`config.mk`:
```
export PLATFORM = sky130hd
export DESIGN_NAME = stopwatch_10hz
export DESIGN_NICKNAME = d
export VERILOG_FILES = /design/src/rtl/stopwatch_10hz.sv
export SDC_FILE = /design/constraint.sdc
export NUM_CORES = 1
export LEC_CHECK = 0
export CORE_MARGIN = 4
export CORE_UTILIZATION = 40
export CTS_CLUSTER_DIAMETER = 150
export DETAILED_ROUTE_END_ITERATION = 12
export GPL_ROUTABILITY_DRIVEN = 0
export PLACE_DENSITY_LB_ADDON = 0.05
export SLEW_MARGIN = 40
export SYNTH_ARGS = -nofsm -noshare
export SYNTH_HDL_FRONTEND = slang
export SYNTH_SLANG_ARGS = --single-unit
export TNS_END_PERCENT = 30
```
`constraint.sdc`:
```
create_clock -name CLK -period 2.4 [get_ports CLK]
set_clock_uncertainty 0.15 [all_clocks]
set_input_delay 0.6 -clock CLK [delete_from_list [all_inputs] [get_ports CLK]]
set_output_delay 0.6 -clock CLK [all_outputs]
set_load 0.05 [all_outputs]
```
`src/rtl/stopwatch_10hz.sv`:
```
// Stopwatch core: counts M:SS.t in BCD on a 10 Hz enable, with start/stop, clear and lap freeze.
// Latency: button edges and ticks act at the CLK edge that samples them; outputs are registered or a pure register mux.
// Backpressure: none; TICK_10HZ and button edges are consumed unconditionally every cycle.
//
// Ports:
//   CLK, RESETN            system clock, asynchronous active-low reset
//   TICK_10HZ              one-cycle count enable
//   START_STOP/CLEAR/LAP   debounced button levels, acted on at their rising edge
//   DIGITS                 {min, sec_tens, sec_units, tenths} BCD, or the frozen lap value
//   RUNNING, LAP_ACTIVE    status flags
//   OVERFLOW               limit reached: sticky when WRAP=0, one-cycle pulse when WRAP=1
module stopwatch_10hz #(
  parameter int unsigned MAX_MIN = 9,
  parameter bit          WRAP    = 1'b0
) (
  input  logic        CLK,
  input  logic        RESETN,
  input  logic        TICK_10HZ,
  input  logic        START_STOP,
  input  logic        CLEAR,
  input  logic        LAP,
  output logic [15:0] DIGITS,
  output logic        RUNNING,
  output logic        LAP_ACTIVE,
  output logic        OVERFLOW
);

  localparam logic [3:0] MAX_MIN_D = 4'(MAX_MIN);

  typedef enum logic [1:0] {
    ST_IDLE   = 2'd0,
    ST_RUN    = 2'd1,
    ST_PAUSED = 2'd2
  } state_t;

  state_t      state_q, state_d;
  logic [3:0]  min_q, min_d;
  logic [3:0]  sec_tens_q, sec_tens_d;
  logic [3:0]  sec_units_q, sec_units_d;
  logic [3:0]  tenths_q, tenths_d;
  logic [15:0] lap_q, lap_d;
  logic        lap_active_q, lap_active_d;
  logic        ovf_q, ovf_d;
  logic        ss_prev_q, clr_prev_q, lap_prev_q;

  logic        ss_evt, clr_evt, lap_evt;
  logic        at_limit;
  logic [15:0] count_bcd;

  assign ss_evt  = START_STOP & ~ss_prev_q;
  assign clr_evt = CLEAR      & ~clr_prev_q;
  assign lap_evt = LAP        & ~lap_prev_q;

  assign count_bcd = {min_q, sec_tens_q, sec_units_q, tenths_q};
  assign at_limit  = (min_q == MAX_MIN_D) && (sec_tens_q == 4'd5) &&
                     (sec_units_q == 4'd9) && (tenths_q == 4'd9);

  always_comb begin
    state_d      = state_q;
    min_d        = min_q;
    sec_tens_d   = sec_tens_q;
    sec_units_d  = sec_units_q;
    tenths_d     = tenths_q;
    lap_d        = lap_q;
    lap_active_d = lap_active_q;
    ovf_d        = ovf_q;

    if (clr_evt) begin
      // Clear dominates everything else sampled at this edge.
      state_d      = ST_IDLE;
      min_d        = 4'd0;
      sec_tens_d   = 4'd0;
      sec_units_d  = 4'd0;
      tenths_d     = 4'd0;
      lap_active_d = 1'b0;
      ovf_d        = 1'b0;
    end else begin
      // In wrap mode the overflow flag is only a pulse for the wrapping cycle.
      if (WRAP) ovf_d = 1'b0;

      // Counting uses the registered state, so a start press in the same
      // cycle as a tick does not count that tick.
      if ((state_q == ST_RUN) && TICK_10HZ) begin
        if (at_limit) begin
          ovf_d = 1'b1;
          if (WRAP) begin
            min_d       = 4'd0;
            sec_tens_d  = 4'd0;
            sec_units_d = 4'd0;
            tenths_d    = 4'd0;
          end else begin
            state_d = ST_PAUSED;
          end
        end else if (tenths_q != 4'd9) begin
          tenths_d = tenths_q + 4'd1;
        end else begin
          tenths_d = 4'd0;
          if (sec_units_q != 4'd9) begin
            sec_units_d = sec_units_q + 4'd1;
          end else begin
            sec_units_d = 4'd0;
            if (sec_tens_q != 4'd5) begin
              sec_tens_d = sec_tens_q + 4'd1;
            end else begin
              sec_tens_d = 4'd0;
              // Not at limit here, so min_q < MAX_MIN.
              min_d = min_q + 4'd1;
            end
          end
        end
      end

      // A saturated count can only be left through clear or reset.
      if (ss_evt && !(ovf_q && !WRAP)) begin
        case (state_q)
          ST_IDLE:   state_d = ST_RUN;
          ST_RUN:    state_d = ST_PAUSED;
          ST_PAUSED: state_d = ST_RUN;
          default:   state_d = ST_IDLE;
        endcase
      end

      // Lap captures the value currently on display, before any increment.
      if (lap_evt && (state_q != ST_IDLE)) begin
        if (!lap_active_q) begin
          lap_d        = count_bcd;
          lap_active_d = 1'b1;
        end else begin
          lap_active_d = 1'b0;
        end
      end
    end
  end

  always_ff @(posedge CLK or negedge RESETN) begin
    if (!RESETN) begin
      state_q      <= ST_IDLE;
      min_q        <= 4'd0;
      sec_tens_q   <= 4'd0;
      sec_units_q  <= 4'd0;
      tenths_q     <= 4'd0;
      lap_q        <= 16'h0000;
      lap_active_q <= 1'b0;
      ovf_q        <= 1'b0;
      ss_prev_q    <= 1'b0;
      clr_prev_q   <= 1'b0;
      lap_prev_q   <= 1'b0;
    end else begin
      state_q      <= state_d;
      min_q        <= min_d;
      sec_tens_q   <= sec_tens_d;
      sec_units_q  <= sec_units_d;
      tenths_q     <= tenths_d;
      lap_q        <= lap_d;
      lap_active_q <= lap_active_d;
      ovf_q        <= ovf_d;
      ss_prev_q    <= START_STOP;
      clr_prev_q   <= CLEAR;
      lap_prev_q   <= LAP;
    end
  end

  assign DIGITS     = lap_active_q ? lap_q : count_bcd;
  assign RUNNING    = (state_q == ST_RUN);
  assign LAP_ACTIVE = lap_active_q;
  assign OVERFLOW   = ovf_q;

endmodule

```
==> impl_results.md, run 1 <==
- Clock Latency Late Sink: 290 ps
- Hold Slack: 196 ps
- Remaining global-route overflow: 0
- Worst-path clk slew: 80 ps
- PortBufs: 24
- DRT iter0 DRCs: 81
- Residual DRC: 0
- Reg power frac: 46.4%
- Final Hold Vio Count: 0
- Simple logic cell fraction of the synthesized area: 16.8%
- Top delay family on crit path: buffers and inverters
- Final period util: 91.9%
- Starting Density: 42.1%
- Layout cells sized above 1: 31.5%
- Sw Ratio: 30.2%
- CP Buf/Inv Count: 2
- Area Growth Syn to Fin: 22.9%
- Die H: 79.2 um
- Worst relative slew slack: 54.6%
- Die footprint: 6280 um2
- Yosys reg bits: 39
- Gate power share: 22.5%
- Number of core rows: 25
- First-pass GRT wire length: 7380 um
- Vias: 1,512
- DIE WIDTH: 79.2 um
- Post-detailed-placement cell area: 2390 um2
- Cell variety after synth: 38
- Syn Nets: 199
- Pint: 1.10 mW
- Core Region: 4820 um2
- Cts repair resizes: 0
- CTS Buf Count: 5
- Io pins: 25
- Compound-Gate Fraction of Synth Area: 10.7%
- Crit Path Category: reg2out
- CTS tree: yes
- Avg Vias per Cell: 5.34
- Worst Tran Pin Value: 679 ps
- Routed len/inst: 15.2 um
- Met2 wire length: 2160 um
- Yosys Warn Count: 0
- Clock share of power: 31.1%
- Post-synthesis mux area share: 16.1%
- Largest family of logic cells by synthesized area: simple AND/OR/NAND/NOR gates
- Max_cap viols: 0
- Async S/R FF share, synth: 100%
- Beginning of the critical path: LAP_ACTIVE
- Max Fclk: 0.453 GHz
- Clock root buffer: clkbuf_8
- Vias in the first global route: 1,599
- RSZ-0062 raised after global routing: no
- Endpoints failing setup: 0
- Initial antenna violation count: 0
- Slew Viols, Final: 0
- Max stage delay cell, worst path: mux2_2
- Setup TNS Final: 0 ps
- Fill cells: 466
- Worst hold path type: in2async
- Place WS: 30.0 ps
- Total routed wirelength: 4290 um
- DRT Pass-1 Iters: 4
- Final instance area: 2490 um2
- Post-Syn Area: 2030 um2
- Xor/xnor cell area share of the yosys netlist: 0.432%
- Clock tree buffer depth: 2
- Status: finished, final reports clean
- Crit start category: flip-flop
- Share of the synthesized area in the top cell type: 48.1%
- Cell count after synthesis: 185
- Syn Area/Cell: 11.0 um2
- Max Used Layer: met4
- Sw power: 0.478 mW
- Met3 wire length: 173 um
- Synth area leader: dfrtp_1
- Antenna viol nets, final: 0
- GR Util All Layers: 15.0%
- H-Tree Level Count: 2
- Final #Nets: 229
- Metal1 wirelength: 1920 um
- CP most frequent cell: buf_4
- Leak: 1.13 nW
- CP cell instances: buf_4, mux2_2, buf_4
- Main synth FF type: dfrtp_1
- Crit-path max cell delay: 380 ps
- Post-synthesis adder-cell area fraction: 4.93%
- Setup ws final: 195 ps
- Multi-input logic area: 993 um2
- Crit. End Element: output port
- Register area: 976 um2
- Pin count of the biggest net entering global routing: 40
- Reg2reg start: min_q[1]
- Data required time of the critical path: 1650 ps
- Peak supply drop: 0.000564 V
- Post-CTS setup buffers: 0
- Arrival @ worst endpoint: 1460 ps
- Post-synth EDFFs: 0
- Pwr dens: 634 nW/um2
- Worst-path fanout max: 22
- Largest cells by area after synthesis: dfrtp_1 (48%), mux2_2 (16%), ha_1 (4.9%), a21oi_1 (2.7%), o21ai_0 (2.7%)
- CTS Sinks: 39
- Seq/Total Area, Yosys: 48.1%
- Fin crit period: 2210 ps
- Post-CTS Hold Buffers: 0
- Hpwl dp: 3070 um
- Antenna diode count: 0
-- placed cells by master, fill, tap and decap left out, drive strengths merged, types with 2 or more instances in the layout --
master,count
o22ai,2
clkbuf,8
or3,8
nor3,4
o21ai,11
nand2b,3
nand2,13
mux2,29
inv,6
or4,2
a21oi,11
a31oi,2
nand3b,5
nor2,8
o31ai,3
clkdlybuf4s50,5
buf,26
dfrtp,39
nand3,6
ha,8
and3b,4
-- routing by layer --
| metal | vias to the layer above | track usage (%) |
|---|---|---|
| met5 | - | 0 |
| met4 | 0 | 4.98 |
| met3 | 6 | 3.51 |
| met2 | 28 | 25.8 |
| met1 | 745 | 18.3 |
| li1 | 733 | - |
-- cell usage after synthesis, types with 3 or more instances --
library cell,count
clkbuf_1,3
or3_1,8
inv_1,6
o21ai_0,11
dfrtp_1,39
nand3b_1,5
nand3_1,5
buf_2,3
nand2b_1,3
a21oi_1,11
o31ai_1,3
mux2_2,29
ha_1,8
nor2_1,7
nand2_1,13
nor3_1,4
-- worst register-to-register path, stage by stage (launching register included) --
cell,delay [ps]
dfrtp_1,400
inv_1,100
ha_1,150
nand3b_1,170
nor2_1,570
a21boi_0,310
a31oi_1,220
-- cell type report --
type | instances | share of cell area (%)
multi-input cells | 132 | 39.8
flip-flops and latches | 39 | 39.1
repair buffers | 31 | 12.7
inverters | 6 | 0.903
well taps | 67 | 3.36
clock buffers | 8 | 4.01
-- power by group through the flow --
stage	Sequential, mW	Combinational, mW	Clock, mW
finish	0.734	0.356	0.492
global route	0.741	0.382	0.544
CTS	0.732	0.360	0.513
detailed placement	0.746	0.358	0
global placement	0.743	0.355	0
floorplan	0.754	0.222	0
-- worst paths after layout --
kind	slack, ps	cells past startpoint	end
setup / recovery	190	3	DIGITS[11]
hold / removal	200	2	sec_tens_q[0]
setup reg to reg	240	6	sec_units_q[3]
hold reg to reg	350	1	lap_q[3]
max in group asynchronous	1550	2	lap_q[1]
min in group CLK	350	1	lap_q[3]
-- through the flow --
step | utilization [%] | power, mW | cells
2_1_floorplan | - | 0.976 | 185
3_3_place_gp | 49.7 | 1.10 | 275
3_5_place_dp | 49.7 | 1.10 | 275
4_1_cts | 51.8 | 1.61 | 283
5_1_grt | 51.8 | 1.67 | 283
6_report | 51.8 | 1.58 | 283
-- sequential cells by signal (all words and copies together) (netlist names) --
name	cells
sec_units_q	4
state_q	2
LAP_ACTIVE	1
min_q	4
sec_tens_q	4
OVERFLOW	1
ss_prev_q	1
lap_q	16
clr_prev_q	1
tenths_q	4
lap_prev_q	1
-- kinds of logic after synthesis --
logic type / after synthesis
AND/OR/NAND/NOR: 58
flip-flops: 39
AO/OA/AOI/OAI: 36
multiplexers: 29
buffers and inverters: 14
adder cells (fa/ha/maj): 8
XOR/XNOR: 1
No activity file was read; power rests on OpenSTA's default activity.
==> inputs of run 2 (changes only) <==
Settings changed: ABC_CLOCK_PERIOD_IN_PS set to 2400.
==> results of run 2 <==
Same layout as run 1: the final DEF is identical, and so are final timing and power.
==> inputs of run 3 (changes only) <==
Settings changed: ABC_CLOCK_PERIOD_IN_PS 2400 to 2100, CORE_UTILIZATION 40 to 50.
Clock period 2.4 ns to 2.1 ns, I/O delays scaled along.
==> impl_results.md, run 3 (same netlist as run 1, synthesis figures left out) <==
- Fin crit period: 2070 ps
- Data required time of the critical path: 1420 ps (was 1650 ps)
- Die H: 71.7 um (was 79.2 um)
- RSZ-0062 raised after global routing: yes (was no)
- Hpwl dp: 3160 um (was 3070 um)
- Remaining global-route overflow: 0 (unchanged)
- Number of core rows: 22 (was 25)
- Leak: 1.24 nW (was 1.13 nW)
- Antenna diode count: 0 (unchanged)
- Area Growth Syn to Fin: 32.1% (was 22.9%)
- Gate power share: 24.5% (was 22.5%)
- GR Util All Layers: 17.8% (was 15.0%)
- Largest register FFs: 16 (unchanged)
- Max_cap viols: 0 (unchanged)
- Clock root buffer: clkbuf_8 (unchanged)
- Residual DRC: 0 (unchanged)
- CTS Buf Count: 5 (unchanged)
- Worst-path fanout max: 15 (was 22)
- Starting Density: 53.4% (was 42.1%)
- Clock tree buffer depth: 2 (unchanged)
- Routed len/inst: 16.1 um (was 15.2 um)
- Io pins: 25 (unchanged)
- Crit. End Element: output port (unchanged)
- DIE WIDTH: 71.7 um (was 79.2 um)
- Die footprint: 5140 um2 (was 6280 um2)
- Initial antenna violation count: 0 (unchanged)
- Pin count of the biggest net entering global routing: 22 (was 40)
- Reg power frac: 43.0% (was 46.4%)
- Worst R2R Setup Slack: 100 ps (was 240 ps)
- Arrival @ worst endpoint: 1390 ps (was 1460 ps)
- Worst relative slew slack: 68.5% (was 54.6%)
- Clock share of power: 32.5% (was 31.1%)
- Slew Viols, Final: 0 (unchanged)
- Commonest non-fill, non-tap cells in the layout: dfrtp_1 (39), mux2_2 (29), buf_4 (23), nand2_1 (13), a21oi_1 (11) (was dfrtp_1 (39), mux2_2 (29), buf_4 (19), nand2_1 (13))
- Worst-path clk slew: 70 ps (was 80 ps)
- Avg Vias per Cell: 5.66 (was 5.34)
- Status: finished, final reports clean (unchanged)
- Vias in the first global route: 1,496 (was 1,599)
- Antenna viol nets, final: 0 (unchanged)
- Core Region: 3800 um2 (was 4820 um2)
- Max Fclk: 0.483 GHz
- Layout cells sized above 1: 37.9% (was 31.5%)
- DRT Pass-1 Iters: 4 (unchanged)
- Sw Ratio: 28.6% (was 30.2%)
- H-Tree Level Count: 2 (unchanged)
- Sw power: 0.559 mW (was 0.478 mW)
- Vias: 1,586 (was 1,512)
- Final period util: 98.6%
- Post-layout power: 1.96 mW (was 1.58 mW)
- Setup TNS Final: 0 ps (unchanged)
- DRT iter0 DRCs: 95 (was 81)
- Max stage delay cell, worst path: dfrtp_1 (was mux2_2)
- Final Hold Vio Count: 0 (unchanged)
- Crit start category: flip-flop (unchanged)
- Pwr dens: 730 nW/um2 (was 634 nW/um2)
- CP cell instances: buf_8, mux2_2, buf_6 (was buf_4, mux2_2, buf_4)
- Final #Nets: 245 (was 229)
- Worst Tran Pin Value: 472 ps (was 679 ps)
- Final std cells w/o fill: 280 (was 283)
- Final Util: 70.6% (was 51.8%)
- CTS Sinks: 39 (unchanged)
- Crit-path max cell delay: 400 ps (was 380 ps)
- CTS tree: yes (unchanged)
- Pint: 1.40 mW (was 1.10 mW)
- Hold Slack: 36.0 ps (was 196 ps)
- Crit Path Category: reg2out (unchanged)
- Endpoints failing setup: 0 (unchanged)
- Peak supply drop: 0.000531 V (was 0.000564 V)
- Commonest non-fill, non-tap cell in the layout: dfrtp_1 (unchanged)
- Cells after DPL: 265 (was 275)
- Top reg by flops: lap_q (unchanged)
- Total routed wirelength: 4510 um (was 4290 um)
- Worst hold path type: in2async (unchanged)
- Clock Latency Late Sink: 280 ps (was 290 ps)
- PortBufs: 24 (unchanged)
- First-pass GRT wire length: 7120 um (was 7380 um)
==> run 3: cell count changes in the layout (fill, tap and decap cells not counted), moves of 2 or more <==
cell	change
o21ai_1	+4
buf_12	+2
o21ai_0	-4
buf_4	+4
buf_6	+9
==> run 3: power by group through the flow <==
stage	clock network [mW]	registers, mW	logic [mW]
floorplan	0	0.861	0.255
global placement	0	0.849	0.427
detailed placement	0	0.854	0.436
CTS	0.657	0.840	0.444
global route	0.688	0.848	0.507
finish	0.636	0.842	0.479
==> run 3: metal layers <==
metal / GRT usage, % / vias up / wire, um
li1: - / 767 / -
met1: 22.6 / 770 / 1940
met2: 29.5 / 45 / 2320
met3: 4.91 / 4 / 212
met4: 5.43 / 0 / 32
met5: 0 / - / 0
==> run 3: path summary, 6_finish.rpt <==
kind / from / end / cells after the start
worst max-delay path: LAP_ACTIVE / DIGITS[3] / 3
worst min-delay path: RESETN / sec_tens_q[1] / 1
worst max register to register: min_q[1] / sec_tens_q[2] / 7
worst min register to register: lap_q[6] / lap_q[6] / 1
max in group asynchronous: RESETN / lap_q[1] / 2
min in group CLK: lap_q[6] / lap_q[6] / 1
==> run 3: per-stage QoR <==
stage / cell area (um2) / worst slack (ps)
final: 2680 / 30.0
after global routing: 2680 / -25.2
after CTS: 2580 / 4.13
after detailed placement: 2460 / -205
after global placement: 2460 / -144
after floorplan: 2030 / -191
==> run 3: worst max-delay path: cells and delay by family (launching register included) <==
kind / cells / cell delay, ps
buffers and inverters: 2 / 330
multiplexers: 1 / 380
flip-flops: 1 / 400
==> run 3: repair_timing <==
action	4_1_cts	5_1_grt
resized for setup	2	11
buffers inserted	0	6
pin swaps	0	2
cloned	0	1
hold buffers	0	0
setup endpoints to repair	8	19
==> run 3: layout make-up <==
class / count / area [um2]
fillers: 283 / 1120
multi-input cells: 133 / 1010
flip-flops and latches: 39 / 976
repair buffers: 46 / 494
clock buffers: 6 / 82.6
well taps: 48 / 60.1
clock inverters: 2 / 35.0
inverters: 6 / 22.5
